### src/rtl/iiitb_tlc_pkg.sv
// Shared lamp/state encodings and approach count for the four-way phase arbiter.
package iiitb_tlc_pkg;
  localparam int N_APP = 4;
  localparam int APP_W = 2;

  typedef enum logic [1:0] {
    ST_GREEN  = 2'd0,
    ST_YELLOW = 2'd1,
    ST_ALLRED = 2'd2
  } state_e;

  localparam logic [2:0] LAMP_RED = 3'b100;
  localparam logic [2:0] LAMP_YEL = 3'b010;
  localparam logic [2:0] LAMP_GRN = 3'b001;

  // Only the current approach ever shows a non-red lamp.
  function automatic logic [3*N_APP-1:0] f_lights(input state_e st, input logic [APP_W-1:0] cur);
    logic [3*N_APP-1:0] l;
    for (int i = 0; i < N_APP; i++) begin
      l[3*i +: 3] = LAMP_RED;
      if (i == int'(cur)) begin
        if (st == ST_GREEN)       l[3*i +: 3] = LAMP_GRN;
        else if (st == ST_YELLOW) l[3*i +: 3] = LAMP_YEL;
      end
    end
    return l;
  endfunction
endpackage

### src/rtl/iiitb_tlc_rr_pick.sv
// Round-robin pick: first set bit of mask scanning upward from start, wrapping.
module iiitb_tlc_rr_pick
  import iiitb_tlc_pkg::*;
(
  input  logic [N_APP-1:0] mask,
  input  logic [APP_W-1:0] start,
  output logic [APP_W-1:0] winner,
  output logic             any
);
  // Scan from the far end so the closest hit to start is written last.
  always_comb begin
    winner = start;
    for (int k = N_APP-1; k >= 0; k--) begin
      if (mask[start + APP_W'(k)]) winner = start + APP_W'(k);
    end
  end

  assign any = |mask;
endmodule

### src/rtl/iiitb_tlc_phase_arb.sv
// Four-approach traffic phase arbiter: green/yellow/all-red sequencing with
// round-robin handoff, min/max green, and emergency preemption.
module iiitb_tlc_phase_arb
  import iiitb_tlc_pkg::*;
#(
  parameter int GREEN_MIN = 4,
  parameter int GREEN_MAX = 12,
  parameter int YELLOW_T  = 2,
  parameter int ALLRED_T  = 1
) (
  input  logic                 clk,
  input  logic                 rst_n,
  input  logic                 tick,
  input  logic [N_APP-1:0]     req,
  input  logic                 emg,
  input  logic [APP_W-1:0]     emg_id,
  output logic [3*N_APP-1:0]   light,
  output logic [N_APP-1:0]     gnt,
  output logic [1:0]           phase
);
  localparam int TMAX0 = (GREEN_MAX > YELLOW_T) ? GREEN_MAX : YELLOW_T;
  localparam int TMAX  = (TMAX0 > ALLRED_T) ? TMAX0 : ALLRED_T;
  localparam int TW    = ($clog2(TMAX) < 1) ? 1 : $clog2(TMAX);

  localparam logic [TW-1:0] T_GMIN = TW'(GREEN_MIN - 1);
  localparam logic [TW-1:0] T_GMAX = TW'(GREEN_MAX - 1);
  localparam logic [TW-1:0] T_YEL  = TW'(YELLOW_T - 1);
  localparam logic [TW-1:0] T_AR   = TW'(ALLRED_T - 1);

  state_e           r_state, w_state;
  logic [APP_W-1:0] r_cur, w_cur, r_nxt, w_nxt;
  logic [TW-1:0]    r_tmr, w_tmr;

  logic [N_APP-1:0] w_mask;
  logic [APP_W-1:0] w_win;
  logic             w_other, w_req_cur, w_sat;

  assign w_mask    = req & ~(N_APP'(1) << r_cur);
  assign w_req_cur = req[r_cur];
  assign w_sat     = (r_tmr == T_GMAX);

  iiitb_tlc_rr_pick u_pick (
    .mask   (w_mask),
    .start  (r_cur + APP_W'(1)),
    .winner (w_win),
    .any    (w_other)
  );

  always_comb begin
    w_state = r_state;
    w_cur   = r_cur;
    w_nxt   = r_nxt;
    w_tmr   = r_tmr;
    case (r_state)
      ST_GREEN: begin
        if (emg && emg_id != r_cur) begin
          // Preempt bypasses tick and minimum green.
          w_state = ST_YELLOW;
          w_nxt   = emg_id;
          w_tmr   = '0;
        end else if (tick) begin
          if (!emg && w_other && r_tmr >= T_GMIN && (!w_req_cur || w_sat)) begin
            w_state = ST_YELLOW;
            w_nxt   = w_win;
            w_tmr   = '0;
          end else if (!w_sat) begin
            w_tmr = r_tmr + TW'(1);
          end
        end
      end
      ST_YELLOW: begin
        if (emg) w_nxt = emg_id;
        if (tick) begin
          if (r_tmr == T_YEL) begin
            w_state = ST_ALLRED;
            w_tmr   = '0;
          end else begin
            w_tmr = r_tmr + TW'(1);
          end
        end
      end
      ST_ALLRED: begin
        if (emg) w_nxt = emg_id;
        if (tick) begin
          if (r_tmr == T_AR) begin
            w_state = ST_GREEN;
            w_cur   = w_nxt;
            w_tmr   = '0;
          end else begin
            w_tmr = r_tmr + TW'(1);
          end
        end
      end
      default: begin
        w_state = ST_ALLRED;
        w_tmr   = '0;
      end
    endcase
  end

  // Outputs are registered from next-state so they line up with r_state/r_cur.
  always_ff @(posedge clk or negedge rst_n) begin
    if (!rst_n) begin
      r_state <= ST_ALLRED;
      r_cur   <= '0;
      r_nxt   <= '0;
      r_tmr   <= '0;
      light   <= {N_APP{LAMP_RED}};
      gnt     <= '0;
      phase   <= ST_ALLRED;
    end else begin
      r_state <= w_state;
      r_cur   <= w_cur;
      r_nxt   <= w_nxt;
      r_tmr   <= w_tmr;
      light   <= f_lights(w_state, w_cur);
      gnt     <= (w_state == ST_GREEN) ? (N_APP'(1) << w_cur) : '0;
      phase   <= w_state;
    end
  end
endmodule

### config.mk
export PLATFORM = sky130hd
export DESIGN_NAME = iiitb_tlc_phase_arb
export DESIGN_NICKNAME = d
export VERILOG_FILES = /design/src/rtl/iiitb_tlc_pkg.sv /design/src/rtl/iiitb_tlc_rr_pick.sv /design/src/rtl/iiitb_tlc_phase_arb.sv
export SDC_FILE = /design/constraint.sdc
export NUM_CORES = 1
export LEC_CHECK = 0
export CAP_MARGIN = 20
export CORE_ASPECT_RATIO = 1.2
export CORE_MARGIN = 2
export CORE_UTILIZATION = 50
export CTS_CLUSTER_SIZE = 40
export DETAILED_ROUTE_END_ITERATION = 8
export DONT_BUFFER_PORTS = 1
export PLACE_DENSITY = 0.69
export RECOVER_POWER = 50
export SYNTH_ARGS = -nofsm -noshare
export SYNTH_HDL_FRONTEND = slang
export SYNTH_SLANG_ARGS = --single-unit
### constraint.sdc
create_clock -name clk -period 2 [get_ports clk]
set_input_delay 0.1 -clock clk [delete_from_list [all_inputs] [get_ports clk]]
set_output_delay 0.1 -clock clk [all_outputs]
set_load 0.01 [all_outputs]
# == Word level (Yosys, flattened, before mapping) ==
# Cells that the tools add are included.
# totals
ff_bits,26
in_bits,10
output_inout_bits,18
# op_classes
n_addsub,5
n_lt_le_gt_ge,6
n_eq_ne,14
n_shift,2
mux,46
bitwise,2
n_reduce_logical,16
# ops
operator,count
$mux W2,18
$mux W4,9
$mux W3,6
$lt A2 B3 Y1 const B,5
$pmux W4 S3,1
$bmux W1 S2,5
$shl A1 B2 Y4 const A,2
$logic_not A2 Y1,3
$ne A3 B3 Y1 const B,2
$pmux W2 S3,1
$mux W1,5
$add A2 B1 Y2 const B,2
$add A2 B2 Y2 const B,2
$add A4 B1 Y4 const B,1
$and A4 B4 Y4,1
$eq A2 B1 Y1 const B,2
$eq A2 B2 Y1 const A,2
$eq A4 B1 Y1 const B,1
$eq A4 B4 Y1 const B,1
$ge A4 B2 Y1 const B,1
$logic_and A1 B1 Y1,4
$logic_not A4 Y1,1
$ne A2 B2 Y1 const B,2
$ne A4 B4 Y1 const B,1
12 further kinds,13

# == Depth between registers and ports, before layout ==
# depth
word_depth,15
ltp_mapped,8
ltp_nobuf,8

# == Hierarchy ==
# From an unflattened synthesis, not the netlist that was laid out.
# unflattened
cells_unflattened,155
area_unflattened_um2,1506.4
# by_module_without_submodules
module,instances,cells_per_inst,area_each_um2,seq_area_each_um2
iiitb_tlc_phase_arb,1,139,1406.3,556.8
iiitb_tlc_rr_pick,1,16,100.1,0.0

# == Least setup slack after synthesis ==
# OpenSTA, ideal clock, no wires.
# synth_timing
path_type,reg2reg
start,register r_cur[0]
end,register r_tmr[2]
setup_ns,0.126
arrival_ns,1.972
t_required_ns,1.874
slack_ns,-0.098
path_stages_with_launch,8
cell_sequence,dfrtp_1 > ha_1 > or2b_1 > nand4_1 > mux2_2 > o31ai_4 > and4bb_1 > a221o_1
# synth_via
elab_chain_cells,11
word_cells_on_any_way,20
# synth_lines
item,line,rtl
from (decl),iiitb_tlc_phase_arb.sv:31,"logic [APP_W-1:0] r_cur, w_cur, r_nxt, w_nxt;"
from (signal assigned),iiitb_tlc_phase_arb.sv:113,r_cur <= w_cur;
$shl A1 B2 Y4,iiitb_tlc_phase_arb.sv:38,assign w_mask = req & ~(N_APP'(1) << r_cur);
$not A4 Y4,iiitb_tlc_phase_arb.sv:38,
$and A4 B4 Y4,iiitb_tlc_phase_arb.sv:38,
$reduce_or A4 Y1,iiitb_tlc_rr_pick.sv:18,assign any = |mask;
$logic_and A1 B1 Y1 (3 in a row),iiitb_tlc_phase_arb.sv:62,if (!emg && w_other && r_tmr >= T_GMIN && (!w_req_cur || w_sat)) begin
$mux W4,iiitb_tlc_phase_arb.sv:62,
$mux W4,iiitb_tlc_phase_arb.sv:61,end else if (tick) begin
$mux W4,iiitb_tlc_phase_arb.sv:56,if (emg && emg_id != r_cur) begin
$pmux W4 S3,iiitb_tlc_phase_arb.sv:54,case (r_state)
to (signal assigned),iiitb_tlc_phase_arb.sv:115,r_tmr <= w_tmr;
to (decl),iiitb_tlc_phase_arb.sv:32,"logic [TW-1:0] r_tmr, w_tmr;"
# Parallel ways exist; a longest one is shown, timed or not. The select of a mux whose other input is x is not followed.
# A chain may end at the register's enable or synchronous reset.

# == Final worst setup path ==
# Ends and elaborated chain as after synthesis.

==> results.json <==
{
  "post_drt_via_cell_ratio": 5.88,
  "setup_viol_count_final": 1,
  "unrepaired_setup_endpoints_after_global_routing": "yes",
  "end_kind": "flop",
  "rrSetupSlack_ns": -0.05,
  "synthArstFlopShare": 1.00,
  "ir_drop_mv": 0.955,
  "p_int_uw": 1710,
  "final.setup.worst_slack_ns": -0.0464,
  "yosysWarningCount": 0,
  "core-area_mm2": 0.00284,
  "finish.net_count": 212,
  "timing.critical_path.depth": 7,
  "cp_data_arrival_time_ns": 2.26,
  "area.growth.synth_to_final_pct": 32.1,
  "seq_pwr_share": 0.267,
  "dpl_hpwl_um": 2590,
  "grt_max_degree": 23,
  "wl_um": 3700,
  "max_clock_freq_ghz": 0.489,
  "switching_power_as_a_share_of_total_power": 0.425,
  "hold_path_depth": 2,
  "vias_post_dr": 1316,
  "cts_root_buf": "sky130_fd_sc_hd__clkbuf_4",
  "synth_edf_count": 0,
  "start_kind": "flop",
  "p_switching_uw": 1260,
  "via_count_of_the_first_global_routing_pass": 1310,
  "drt-pass1-iter-count": 4,
  "mostFrequentLayoutCells": "sky130_fd_sc_hd__buf_4 (30), sky130_fd_sc_hd__nand2_1 (15), sky130_fd_sc_hd__dfrtp_1 (13), sky130_fd_sc_hd__inv_1 (12), sky130_fd_sc_hd__nor2_1 (7)",
  "r2r_start": "r_cur[0]",
  "start_util": 0.534,
  "postSynth.topFlopCell": "sky130_fd_sc_hd__dfrtp_1",
  "ys_ff_latch": 22,
  "drv_slew": 0,
  "number_of_i_o_port_buffers": 0,
  "diodes": 0,
  "ys_types": 52,
  "combinationalPowerShare": 0.615,
  "run_status": "finished, violations left",
  "critical_path_required_ns": 2.22,
  "clock_tree.htree_level_count": 1,
  "failed_checks": "negative setup slack",
  "drt-wirelength-per-cell_um": 16.5,
  "clock_insertion_delay_worst_skew_ns": 0.31,
  "maxCapViolCount": 0,
  "cp_max_fo": 5,
  "cts_inserted_buffers": 3,
  "synth_nets": 179,
  "track_usage": 0.233,
  "worstRegToRegCells": 7,
  "power.total_uw": 2970,
  "finClkSkew_ns": 0.00609,
  "num_clock_sinks": 22,
  "drc": 0,
  "cp.buffers_inverters": 1,
  "drt.antenna.violating_nets": 0,
  "power.static_leakage_uw": 0.000886,
  "netlist_instances": 158,
  "die_h_um": 64.3,
  "yosysSeqAreaShare": 0.367,
  "worstHoldPathType": "in2reg",
  "first_pass_grt_wire_length_um": 6090,
  "floorplan.die_area_mm2": 0.00349,
  "first_iter_violations": 37,
  "ios": 28,
  "post_route_cells_drive_above_1_share": 0.463,
  "antenna_violations_before_repair": 0,
  "timing.final.crit_period_ns": 2.05,
  "critical-path-slowest-cell": "sky130_fd_sc_hd__mux4_2",
  "crit_start": "r_cur[0]",
  "crit_path_cell_trace": "buf_6 > mux4_2 > nand2_2 > a311o_1 > a21oi_4 > and4bb_1 > a221o_1",
  "n_fill_cell": 208,
  "clock_power_share": 0.118,
  "final.setup.tns_ns": -0.0464,
  "clk_path_buf_depth": 2,
  "pwr_density_cell_mw_per_mm2": 1480,
  "synth_area_mm2": 0.00152,
  "place.gp.congestion": 0.842,
  "max_slew.worst_pin.slew_ns": 0.749,
  "r2r-end": "r_tmr[2]",
  "timing.final.crit_share": 1.02,
  "worst_setup_path_endpoint": "r_tmr[2]",
  "path_delay_family": "compound AO/OA/AOI/OAI gates",
  "remaining_max_slew_budget_at_the_tightest_pin": 0.501,
  "cts.clk_slew.worst_paths_ns": 0.14,
  "worstSetupPathType": "reg2reg",
  "gr-total-overflow": 0,
  "tritoncts": "built",
  "final_common_cell": "sky130_fd_sc_hd__buf_4",
  "fp.dieW_um": 54.3,
  "final_hold_viol_count": 0,
  "mean_cell_area_of_the_mapped_netlist_um2": 9.59,
  "number_of_core_rows": 21,
  "crit_path_max_incr_delay_ns": 0.50,
  "utilization_of_the_core_after_routing": 0.705
}
==> cells in the mapped netlist, drive strengths merged (3+ instances only) <==
cell type / n / share of area
a21boi: 6 / 0.030
a21oi: 10 / 0.043
a22oi: 3 / 0.018
buf: 5 / 0.023
dfrtp: 17 / 0.28
dfstp: 5 / 0.087
ha: 11 / 0.091
inv: 14 / 0.035
nand2: 16 / 0.041
nand3: 5 / 0.017
nand4: 3 / 0.017
nor2: 10 / 0.026
nor2b: 5 / 0.021
nor3: 4 / 0.013
o21ai: 6 / 0.022
or2: 3 / 0.012
or2b: 4 / 0.021
==> registers in the layout, indices dropped and copies added, names as in the netlist <==
name     count
r_state      2
r_cur        2
gnt          4
r_nxt        2
light        8
r_tmr        4
==> power groups by stage <==
stage	clock (uW)	sequential (uW)	combinational, uW
6_report	351	791	1820
5_1_grt	378	812	2000
4_1_cts	359	788	1620
3_5_place_dp	0	797	1400
3_3_place_gp	0	788	1360
2_1_floorplan	0	770	1000
==> per-layer routing <==
| metal | share of wire | global-route usage | routed length, um | vias to the layer above |
|---|---|---|---|---|
| li1 | - | - | - | 626 |
| met1 | 0.43 | 0.313 | 1600 | 667 |
| met2 | 0.52 | 0.378 | 1920 | 19 |
| met3 | 0.035 | 0.0421 | 128 | 4 |
| met4 | 0.011 | 0.0594 | 41 | 0 |
| met5 | 0 | 0 | 0 | - |
==> final cells by class <==
cell class                 instances  area (um2)  share of cell area
inverter                          14        55.1              0.0275
multi-input combinational        116        1030               0.514
timing repair buffer              34         262               0.131
clock inverter                     1        30.0              0.0150
sequential                        22         562               0.281
clock buffer                       3        22.5              0.0113
tap                               34        42.5              0.0212
==> kinds of logic after synthesis <==
| group | count (synthesis) | share of synthesized area |
|---|---|---|
| mux | 3 | 0.0289 |
| buf+inv | 20 | 0.0669 |
| compound gates | 41 | 0.212 |
| xor+xnor | 2 | 0.0116 |
| fa+ha+maj | 11 | 0.0908 |
| flops | 22 | 0.367 |
| simple gates | 59 | 0.222 |
==> worst min path at each step <==
stage,end,start
after global routing,r_nxt[1],emg
final,r_nxt[1],emg
after CTS,r_nxt[1],emg_id[1]
after floorplan,gnt[0],rst_n
after detailed placement,light[4],rst_n
after global placement,light[1],rst_n
==> worst register-to-register path, delay by kind of cell (launching register included) <==
| kind | cells | cell delay, ns |
|---|---|---|
| AO/OA/AOI/OAI | 3 | 0.57 |
| multiplexers | 1 | 0.50 |
| flip-flops | 1 | 0.46 |
| AND/OR/NAND/NOR | 2 | 0.30 |
| buffers and inverters | 1 | 0.12 |
==> stage by stage <==
step,area (um2),std cells,setup slack [ns],hold slack [ns]
finish,2000,224,-0.0464,0.0343
global route,2000,224,-0.143,0.0312
CTS,1880,220,-0.0339,0.0355
detailed placement,1670,207,-0.0834,-0.195
global placement,1670,207,0.00139,-0.195
floorplan,1520,158,-0.0621,-0.196
==> timing repair <==
| item | CTS | global route |
|---|---|---|
| setup endpoints to repair | 16 | 20 |
| pin swaps | 9 | 10 |
| cloned | 0 | 0 |
| setup buffers | 8 | 3 |
| resized for setup | 22 | 23 |
| hold buffers | 1 | 0 |
| hold endpoints to repair | 22 | 0 |
Note: power is estimated with default switching activity, not from simulation.
